### config.mk
export PLATFORM = sky130hd
export DESIGN_NAME = rr_grant_arbiter8_flat
export DESIGN_NICKNAME = d
export VERILOG_FILES = /design/src/rtl/rr_grant_arbiter8_if.sv /design/src/rtl/rr_grant_arbiter8.sv /design/src/flat_wrapper.sv
export SDC_FILE = /design/constraint.sdc
export NUM_CORES = 1
export LEC_CHECK = 0
export ABC_AREA = 1
export CAP_MARGIN = 20
export CELL_PAD_IN_SITES_DETAIL_PLACEMENT = 0
export CELL_PAD_IN_SITES_GLOBAL_PLACEMENT = 1
export CORE_MARGIN = 10
export CORE_UTILIZATION = 43
export CTS_CLUSTER_SIZE = 30
export DETAILED_ROUTE_END_ITERATION = 8
export GPL_TIMING_DRIVEN = 0
export PLACE_DENSITY = 0.92
export SYNTH_ARGS = -nofsm -noshare
export SYNTH_HDL_FRONTEND = slang
export SYNTH_SLANG_ARGS = --single-unit
### constraint.sdc
create_clock -name clk -period 5.1 [get_ports clk]
set_input_delay 1.53 -clock clk [delete_from_list [all_inputs] [get_ports clk]]
set_output_delay 1.53 -clock clk [all_outputs]
set_load 0.005 [all_outputs]
### src/rtl/rr_grant_arbiter8_if.sv
// Request/grant bundle between eight requesters and the round-robin arbiter.
interface rr_grant_arbiter8_if;
    logic [7:0] req;
    logic [7:0] gnt;
    logic [2:0] gnt_idx;
    logic       gnt_valid;

    modport master (
        output req,
        input  gnt,
        input  gnt_idx,
        input  gnt_valid
    );

    modport slave (
        input  req,
        output gnt,
        output gnt_idx,
        output gnt_valid
    );
endinterface

### src/rtl/rr_grant_arbiter8.sv
// Eight-way round-robin arbiter with bounded hold time.
// Grant index, one-hot grant and valid are all registered.
module rr_grant_arbiter8 #(
    parameter int MAX_HOLD = 4,
    parameter int HOLD_W   = 4
) (
    input logic                 clk,
    input logic                 rst,
    rr_grant_arbiter8_if.slave  bus
);

    typedef enum logic [0:0] {
        IDLE  = 1'b0,
        GRANT = 1'b1
    } state_t;

    localparam logic [HOLD_W-1:0] HOLD_MAX = HOLD_W'(MAX_HOLD);
    localparam logic [HOLD_W-1:0] HOLD_ONE = HOLD_W'(1);

    state_t            state_q, state_d;
    logic [2:0]        idx_q, idx_d;
    logic [2:0]        ptr_q, ptr_d;
    logic [HOLD_W-1:0] hold_q, hold_d;
    logic [7:0]        gnt_q;
    logic              valid_q;
    logic [7:0]        others;
    logic [2:0]        nxt_ptr;

    // First set bit of vec scanning p, p+1, ... wrapping mod 8.
    function automatic logic [2:0] pick(
        input logic [7:0] vec,
        input logic [2:0] p
    );
        logic [15:0] dbl;
        logic [7:0]  rot;
        logic [2:0]  off;
        dbl = {vec, vec};
        rot = dbl[p +: 8];
        off = 3'd0;
        for (int i = 7; i >= 0; i--) begin
            if (rot[i]) off = 3'(i);
        end
        return p + off;
    endfunction

    assign others  = bus.req & ~(8'(1) << idx_q);
    assign nxt_ptr = idx_q + 3'd1;

    always_comb begin
        state_d = state_q;
        idx_d   = idx_q;
        ptr_d   = ptr_q;
        hold_d  = hold_q;
        unique case (state_q)
            IDLE: begin
                if (|bus.req) begin
                    state_d = GRANT;
                    idx_d   = pick(bus.req, ptr_q);
                    hold_d  = HOLD_ONE;
                end
            end
            GRANT: begin
                if (!bus.req[idx_q]) begin
                    ptr_d = nxt_ptr;
                    if (|others) begin
                        idx_d  = pick(others, nxt_ptr);
                        hold_d = HOLD_ONE;
                    end else begin
                        state_d = IDLE;
                        hold_d  = '0;
                    end
                end else if (hold_q == HOLD_MAX && |others) begin
                    // Pre-empt the holder so waiting requesters cannot starve.
                    ptr_d  = nxt_ptr;
                    idx_d  = pick(others, nxt_ptr);
                    hold_d = HOLD_ONE;
                end else if (hold_q != HOLD_MAX) begin
                    hold_d = hold_q + HOLD_ONE;
                end
            end
            default: state_d = IDLE;
        endcase
    end

    always_ff @(posedge clk or posedge rst) begin
        if (rst) begin
            state_q <= IDLE;
            idx_q   <= 3'd0;
            ptr_q   <= 3'd0;
            hold_q  <= '0;
            gnt_q   <= 8'd0;
            valid_q <= 1'b0;
        end else begin
            state_q <= state_d;
            idx_q   <= idx_d;
            ptr_q   <= ptr_d;
            hold_q  <= hold_d;
            valid_q <= (state_d == GRANT);
            gnt_q   <= (state_d == GRANT) ? (8'(1) << idx_d) : 8'd0;
        end
    end

    assign bus.gnt       = gnt_q;
    assign bus.gnt_idx   = idx_q;
    assign bus.gnt_valid = valid_q;

endmodule

### src/flat_wrapper.sv
// flat-port wrapper written by rule: the top's interface ports become plain ports
module rr_grant_arbiter8_flat 
#(
    parameter int MAX_HOLD = 4,
    parameter int HOLD_W   = 4
)
  (clk, rst, bus_req, bus_gnt, bus_gnt_idx, bus_gnt_valid);
  rr_grant_arbiter8_if bus_i ();
  input logic clk;
  input logic rst;
  input wire logic [$bits(bus_i.req)-1:0] bus_req;
  output wire logic [$bits(bus_i.gnt)-1:0] bus_gnt;
  output wire logic [$bits(bus_i.gnt_idx)-1:0] bus_gnt_idx;
  output wire logic [$bits(bus_i.gnt_valid)-1:0] bus_gnt_valid;
  assign bus_i.req = bus_req;
  assign bus_gnt = bus_i.gnt;
  assign bus_gnt_idx = bus_i.gnt_idx;
  assign bus_gnt_valid = bus_i.gnt_valid;
  rr_grant_arbiter8 #(.MAX_HOLD(MAX_HOLD), .HOLD_W(HOLD_W)) u_core (.clk(clk), .rst(rst), .bus(bus_i));
endmodule
==> out/metrics.cfg, run 1 <==
[outcome]
status=finished, final reports clean

[clock_network]
clk_pin_slew_ns=0.07
cts_setup_buffers=0
clock_latency_ns=0.25
postCtsResizedCells=0
numCtsBuffers=3
clockBufferDepth=2
clkSinkCount=19
cts_root_buf=clkbuf_8
postCtsHoldBufs=0
htree_num_levels=1
cts_tree=yes

[floorplan]
die_h_microns=89.4
die-area_sq_mm=0.00799
io_pins=22
rows=25
die_x_microns=89.4
initial_core_util_pct=44.1
core_sq_mm=0.00469

[logic_synthesis]
synth_most_common_cell=nand2_1
syn_avg_cell_area_sq_um=6.39
synth_top_cell_area_share_pct=23.0
ys_ff_latch=19
synthDistinctLibCells=35
synth_area_leaders=dfrtp_1, nand2_1, nand3_1, ha_1, inv_1
ys.flop_type=dfrtp_1
syn-num-nets=346
async_flop_share_pct=100
synth_top_cell_by_area=dfrtp_1
synthesis.instances=324
synthesis.area_sq_mm=0.00207
synth-edff-count=0
ys_seq_area_share_pct=23.0
synth.top_cells.by_count=nand2_1, nand3_1, inv_1
synth.yosys.warnings=0

[worst_setup_path]
critPathBufInv=3
endpoint_kind=flop
crit_slowest_cell=clkdlybuf4s50_1
critPathLaunchType=input pin
critPathKind=in2reg
critical_path_required_ns=5.24
cp_top_family=compound AO/OA/AOI/OAI gates
worstSetupPathDepth=18
crit_arrival_ns=4.61
crit_chain=clkdlybuf4s50_1, inv_1, o21ai_0, mux2i_1, o21ai_1, a21oi_1, o21ai_0, nand2_1, a21boi_0, ha_1, inv_1, fa_1, xnor2_1, nand3b_1, nand3_1, nand3_2, nand2_4, nor2_1
slowest_delay_ns=0.57
critPathMaxFanout=5
worstRegToRegCells=24

[routing]
wl_per_cell_microns=13.1
vias=2174
drc=0
postRouteWirelength_microns=5260
dr.pass1.iters=4
vias_per_cell=5.39
antenna_left=0
drtIter0Drc=165

[placed_design]
port_buffers=21
place_ws_ns=0.360
gp_congestion=0.882
place_hpwl_microns=4240

[cells_and_area]
area_delta_synth_final_pct=15.6
drive_gt1_share_pct=9.74
final_core_util_pct=51.0
nets=372
n_antenna_cell=0

[timing]
period_share_pct=87.6
rsz0062_at_grt=no
final_hold_viol_count=0
clock.fmax_ghz=0.224
worstMarginPinSlew_ns=0.708
setup_slack_ns=0.634
finalSetupViolations=0
min_period_ns=4.47
slew_headroom_pct=52.8
slew_violations=0
fin_tns_setup_ns=0
skew_ns=0.00489
whs_ns=0.574

[global_routing]
grt_use_met3_pct=2.92
track_usage_pct=13.4
gr-usage-met1_pct=18.2
antenna_found_initial=0
grt_max_degree=20
globalRouteMet2Util_pct=21.2
first_global_vias=1926
busiest_layer=met2
grt_pass1_wl_microns=8780
overflow=0

[job]
drv_cap=0

[min_path]
whs_path_depth=2
hold_class=reg2reg

==> kinds of logic after synthesis <==
| group | count (synthesis) | synth area share [%] |
|---|---|---|
| fa+ha+maj | 12 | 7.98 |
| mux | 3 | 1.45 |
| flops | 19 | 23.0 |
| buf+inv | 47 | 9.97 |
| xor+xnor | 4 | 1.69 |
| compound gates | 55 | 14.7 |
| simple gates | 184 | 41.3 |
==> flip-flops by register name, indices dropped and copies added (netlist names) <==
register,cells
u_core.bus.gnt,8
u_core.bus.gnt_idx,3
u_core.hold_q,4
u_core.ptr_q,3
u_core.state_q,1
==> tightest hold or removal path, cell delays in order, from the launching register on <==
cell and delay, ns:
dfrtp_1 0.39, inv_1 0.07, o22ai_1 0.07
==> stage by stage <==
step,cells,instance area [sq um]
6_report,403,2390
5_1_grt,403,2390
4_1_cts,403,2390
3_5_place_dp,399,2350
3_3_place_gp,399,2350
2_1_floorplan,324,2070
==> metal layers <==
layer  vias up  part of all wire, %
met3         6                  6.3
met1       996                   49
met4         0                 0.82
met2        54                   44
met5         -                    0
li1       1118                    -
==> area by class of cell <==
type	instances	area [sq um]
flip-flops and latches	19	475
multi-input cells	258	1390
well taps	54	67.6
inverters	37	139
clock buffers	4	45.0
plain buffers	10	67.6
fillers	472	2300
repair buffers	21	210
==> final timing paths <==
kind                                       start                end  slack [ns]
max                                   bus_req[7]  u_core.bus.gnt[0]        0.63
min                             u_core.hold_q[3]   u_core.hold_q[3]        0.57
max reg2reg                u_core.bus.gnt_idx[0]  u_core.bus.gnt[0]        1.26
min reg2reg                     u_core.hold_q[3]   u_core.hold_q[3]        0.57
max in group asynchronous                    rst   u_core.hold_q[3]        2.96
min in group asynchronous                    rst    u_core.ptr_q[2]        1.68
==> cells in the final DEF, fill, tap and decap left out, types with 2 or more instances in the layout <==
cell type,instances
o21bai_1,2
clkbuf_1,2
nand2_1,94
a21oi_1,11
clkdlybuf4s50_1,21
nand3b_1,2
clkbuf_8,3
mux2i_1,3
nand4_1,4
inv_1,32
a21boi_0,2
o22ai_1,2
o21ai_1,10
buf_6,2
dfrtp_1,19
ha_1,10
nand3_2,4
a31oi_1,3
nor3_1,3
nor2_2,4
xnor2_1,3
fa_1,2
buf_2,3
nand2_2,5
nor2_1,18
buf_4,3
nand3_1,46
inv_2,5
o21ai_0,23
Power of run 1 is left out: the tool's default activity adds up to more than one toggle a clock period on the data nets, which glitch-free logic cannot reach.
==> run 2: changes to the inputs <==
- CORE_UTILIZATION: 43 -> 36
- PLACE_DENSITY: 0.92 -> not set
- PLACE_DENSITY_LB_ADDON: not set -> 0.1
- clock period: 5.1 -> 3.9 ns (I/O delays scaled with it)
==> run 2 against run 1 <==
  * Final cell count increased by 6.0%
  * Clock skew up 0.0019 ns
  * Global-route usage decreased by 0.67 points
  * Final area rose by 4.4%
  * Via count shrank 0.37%
  * Worst hold slack lost 0.0030 ns
  * Critical path depth fell by 1
  * Utilization decreased by 5.9 points
  * Highest routed layer unchanged
==> out/metrics.cfg, run 2 (synthesis results as in run 1) <==
[outcome]
status=finished, final reports clean  ; unchanged

[worst_setup_path]
r2r_start=u_core.bus.gnt_idx[0]  ; unchanged
crit_slowest_cell=fa_1  ; was clkdlybuf4s50_1
crit_chain=dlygate4sd2_1, inv_1, o21ai_1, o21ai_0, mux2i_1, a21oi_1, o21ai_0, nand2_1, a21boi_2, ha_1, inv_1, fa_1, a31oi_2, nand2_2, nor2_2, nand2_1, a21oi_1  ; was clkdlybuf4s50_1, inv_1, o21ai_0, mux2i_1, o21ai_1, a21oi_1, o21ai_0, nand2_1, a21boi_0, ha_1, inv_1, fa_1, xnor2_1, nand3b_1, nand3_1, nand3_2, nand2_4, nor2_1
cp_top_family=compound AO/OA/AOI/OAI gates  ; unchanged
critPathLaunchType=input pin  ; unchanged
critPathKind=in2reg  ; unchanged
crit_arrival_ns=3.86  ; was 4.61 ns
r2r_setup_slack_ns=0.33  ; was 1.26 ns
timing.rr.end=u_core.bus.gnt[0]  ; unchanged
slowest_delay_ns=0.46  ; was 0.57 ns
critPathBufInv=3  ; unchanged
endpoint_kind=flop  ; unchanged
critPathMaxFanout=5  ; unchanged
critical_path_required_ns=4.09  ; was 5.24 ns
worstSetupPathDepth=17  ; was 18
worstRegToRegCells=24  ; unchanged

[timing]
clock.fmax_ghz=0.272
slew_violations=0  ; unchanged
whs_ns=0.571  ; was 0.574 ns
final_hold_viol_count=0  ; unchanged
rsz0062_at_grt=no  ; unchanged
period_share_pct=94.2
finalSetupViolations=0  ; unchanged
slew_headroom_pct=52.2  ; was 52.8%
skew_ns=0.00681  ; was 0.00489 ns
worstMarginPinSlew_ns=0.717  ; was 0.708 ns
fin_tns_setup_ns=0  ; unchanged
min_period_ns=3.68

[placed_design]
port_buffers=21  ; unchanged
place_area_sq_mm=0.00237  ; was 0.00235 sq mm
gp_congestion=0.855  ; was 0.882
place_hpwl_microns=4570  ; was 4240 microns

[routing]
wl_per_cell_microns=13.3  ; was 13.1 microns
drtIter0Drc=109  ; was 165
antenna_left=0  ; unchanged
vias=2166  ; was 2174
vias_per_cell=5.07  ; was 5.39
postRouteWirelength_microns=5690  ; was 5260 microns
dr.pass1.iters=4  ; unchanged
drc=0  ; unchanged

[clock_network]
clockBufferDepth=2  ; unchanged
clk_pin_slew_ns=0.08  ; was 0.07 ns
cts_tree=yes  ; unchanged
clock_latency_ns=0.26  ; was 0.25 ns
clkSinkCount=19  ; unchanged
postCtsHoldBufs=0  ; unchanged
cts_root_buf=clkbuf_8  ; unchanged
numCtsBuffers=3  ; unchanged
htree_num_levels=1  ; unchanged

[min_path]
whs_path_depth=2  ; unchanged
hold_class=reg2reg  ; unchanged
hold_end=u_core.hold_q[3]  ; unchanged
min_from=u_core.hold_q[3]  ; unchanged

[global_routing]
track_usage_pct=12.7  ; was 13.4%
first_global_vias=1984  ; was 1926
grt_pass1_wl_microns=9470  ; was 8780 microns
antenna_found_initial=0  ; unchanged
overflow=0  ; unchanged
grt_max_degree=20  ; unchanged

[floorplan]
die-area_sq_mm=0.00919  ; was 0.00799 sq mm
die_x_microns=95.8  ; was 89.4 microns
core_sq_mm=0.00554  ; was 0.00469 sq mm
die_h_microns=95.8  ; was 89.4 microns
initial_core_util_pct=37.4  ; was 44.1%
rows=27  ; was 25
io_pins=22  ; unchanged

[cells_and_area]
most-common-layout-cells=nand2_1, nand3_1, inv_1  ; unchanged
area_delta_synth_final_pct=20.7  ; was 15.6%
drive_gt1_share_pct=17.2  ; was 9.74%
largest_reg_flops=8  ; unchanged
final_cell_area_sq_mm=0.00250  ; was 0.00239 sq mm
n_antenna_cell=0  ; unchanged
nets=378  ; was 372
final_common_cell=nand2_1  ; unchanged
final_core_util_pct=45.1  ; was 51.0%

[job]
drv_cap=0  ; unchanged

==> run 2: stage by stage <==
step / setup WS (ns) / std cells
2_1_floorplan: 0.436 / 324
3_3_place_gp: -0.580 / 417
3_5_place_dp: -0.581 / 417
4_1_cts: 0.0892 / 422
5_1_grt: 0.00168 / 427
6_report: 0.224 / 427
==> run 2: worst min-delay path: cells and delay by family (launching register included) <==
family / cells / cell delay [ns]
AO/OA/AOI/OAI: 1 / 0.07
buffers and inverters: 1 / 0.07
flip-flops: 1 / 0.39
==> run 2: final cells by class <==
type / count / area (sq um)
Multi-Input combinational cell: 258 / 1440
Inverter: 37 / 139
Tap cell: 72 / 90.1
Sequential cell: 19 / 478
Fill cell: 598 / 3040
Clock inverter: 1 / 7.51
Buffer: 10 / 70.1
Timing Repair Buffer: 27 / 234
Clock buffer: 3 / 41.3
==> run 2: layer usage <==
| metal | up-vias | wire length, microns | GRT usage (%) |
|---|---|---|---|
| met5 | - | 0 | 0 |
| li1 | 1138 | - | - |
| met1 | 993 | 2930 | 18.1 |
| met4 | 0 | 18 | 2.58 |
| met3 | 2 | 219 | 1.95 |
| met2 | 33 | 2530 | 19.9 |
==> run 2: how the worst max path moves through the flow <==
stage	endpoint	slack (ns)	from
CTS	u_core.bus.gnt[0]	0.09	bus_req[2]
finish	u_core.bus.gnt[7]	0.22	bus_req[5]
detailed placement	u_core.bus.gnt[0]	-0.58	bus_req[7]
global route	u_core.bus.gnt[0]	0.002	bus_req[4]
floorplan	u_core.bus.gnt[0]	0.44	bus_req[3]
global placement	u_core.bus.gnt[3]	-0.58	bus_req[7]
==> run 2: repair_timing <==
item,in CTS,in global routing
buffers inserted,1,5
pin swaps,1,2
resized for setup,23,19
endpoints found under the setup margin,9,9
hold endpoints to repair,0,0
Power of run 2 is left out for the same reason.
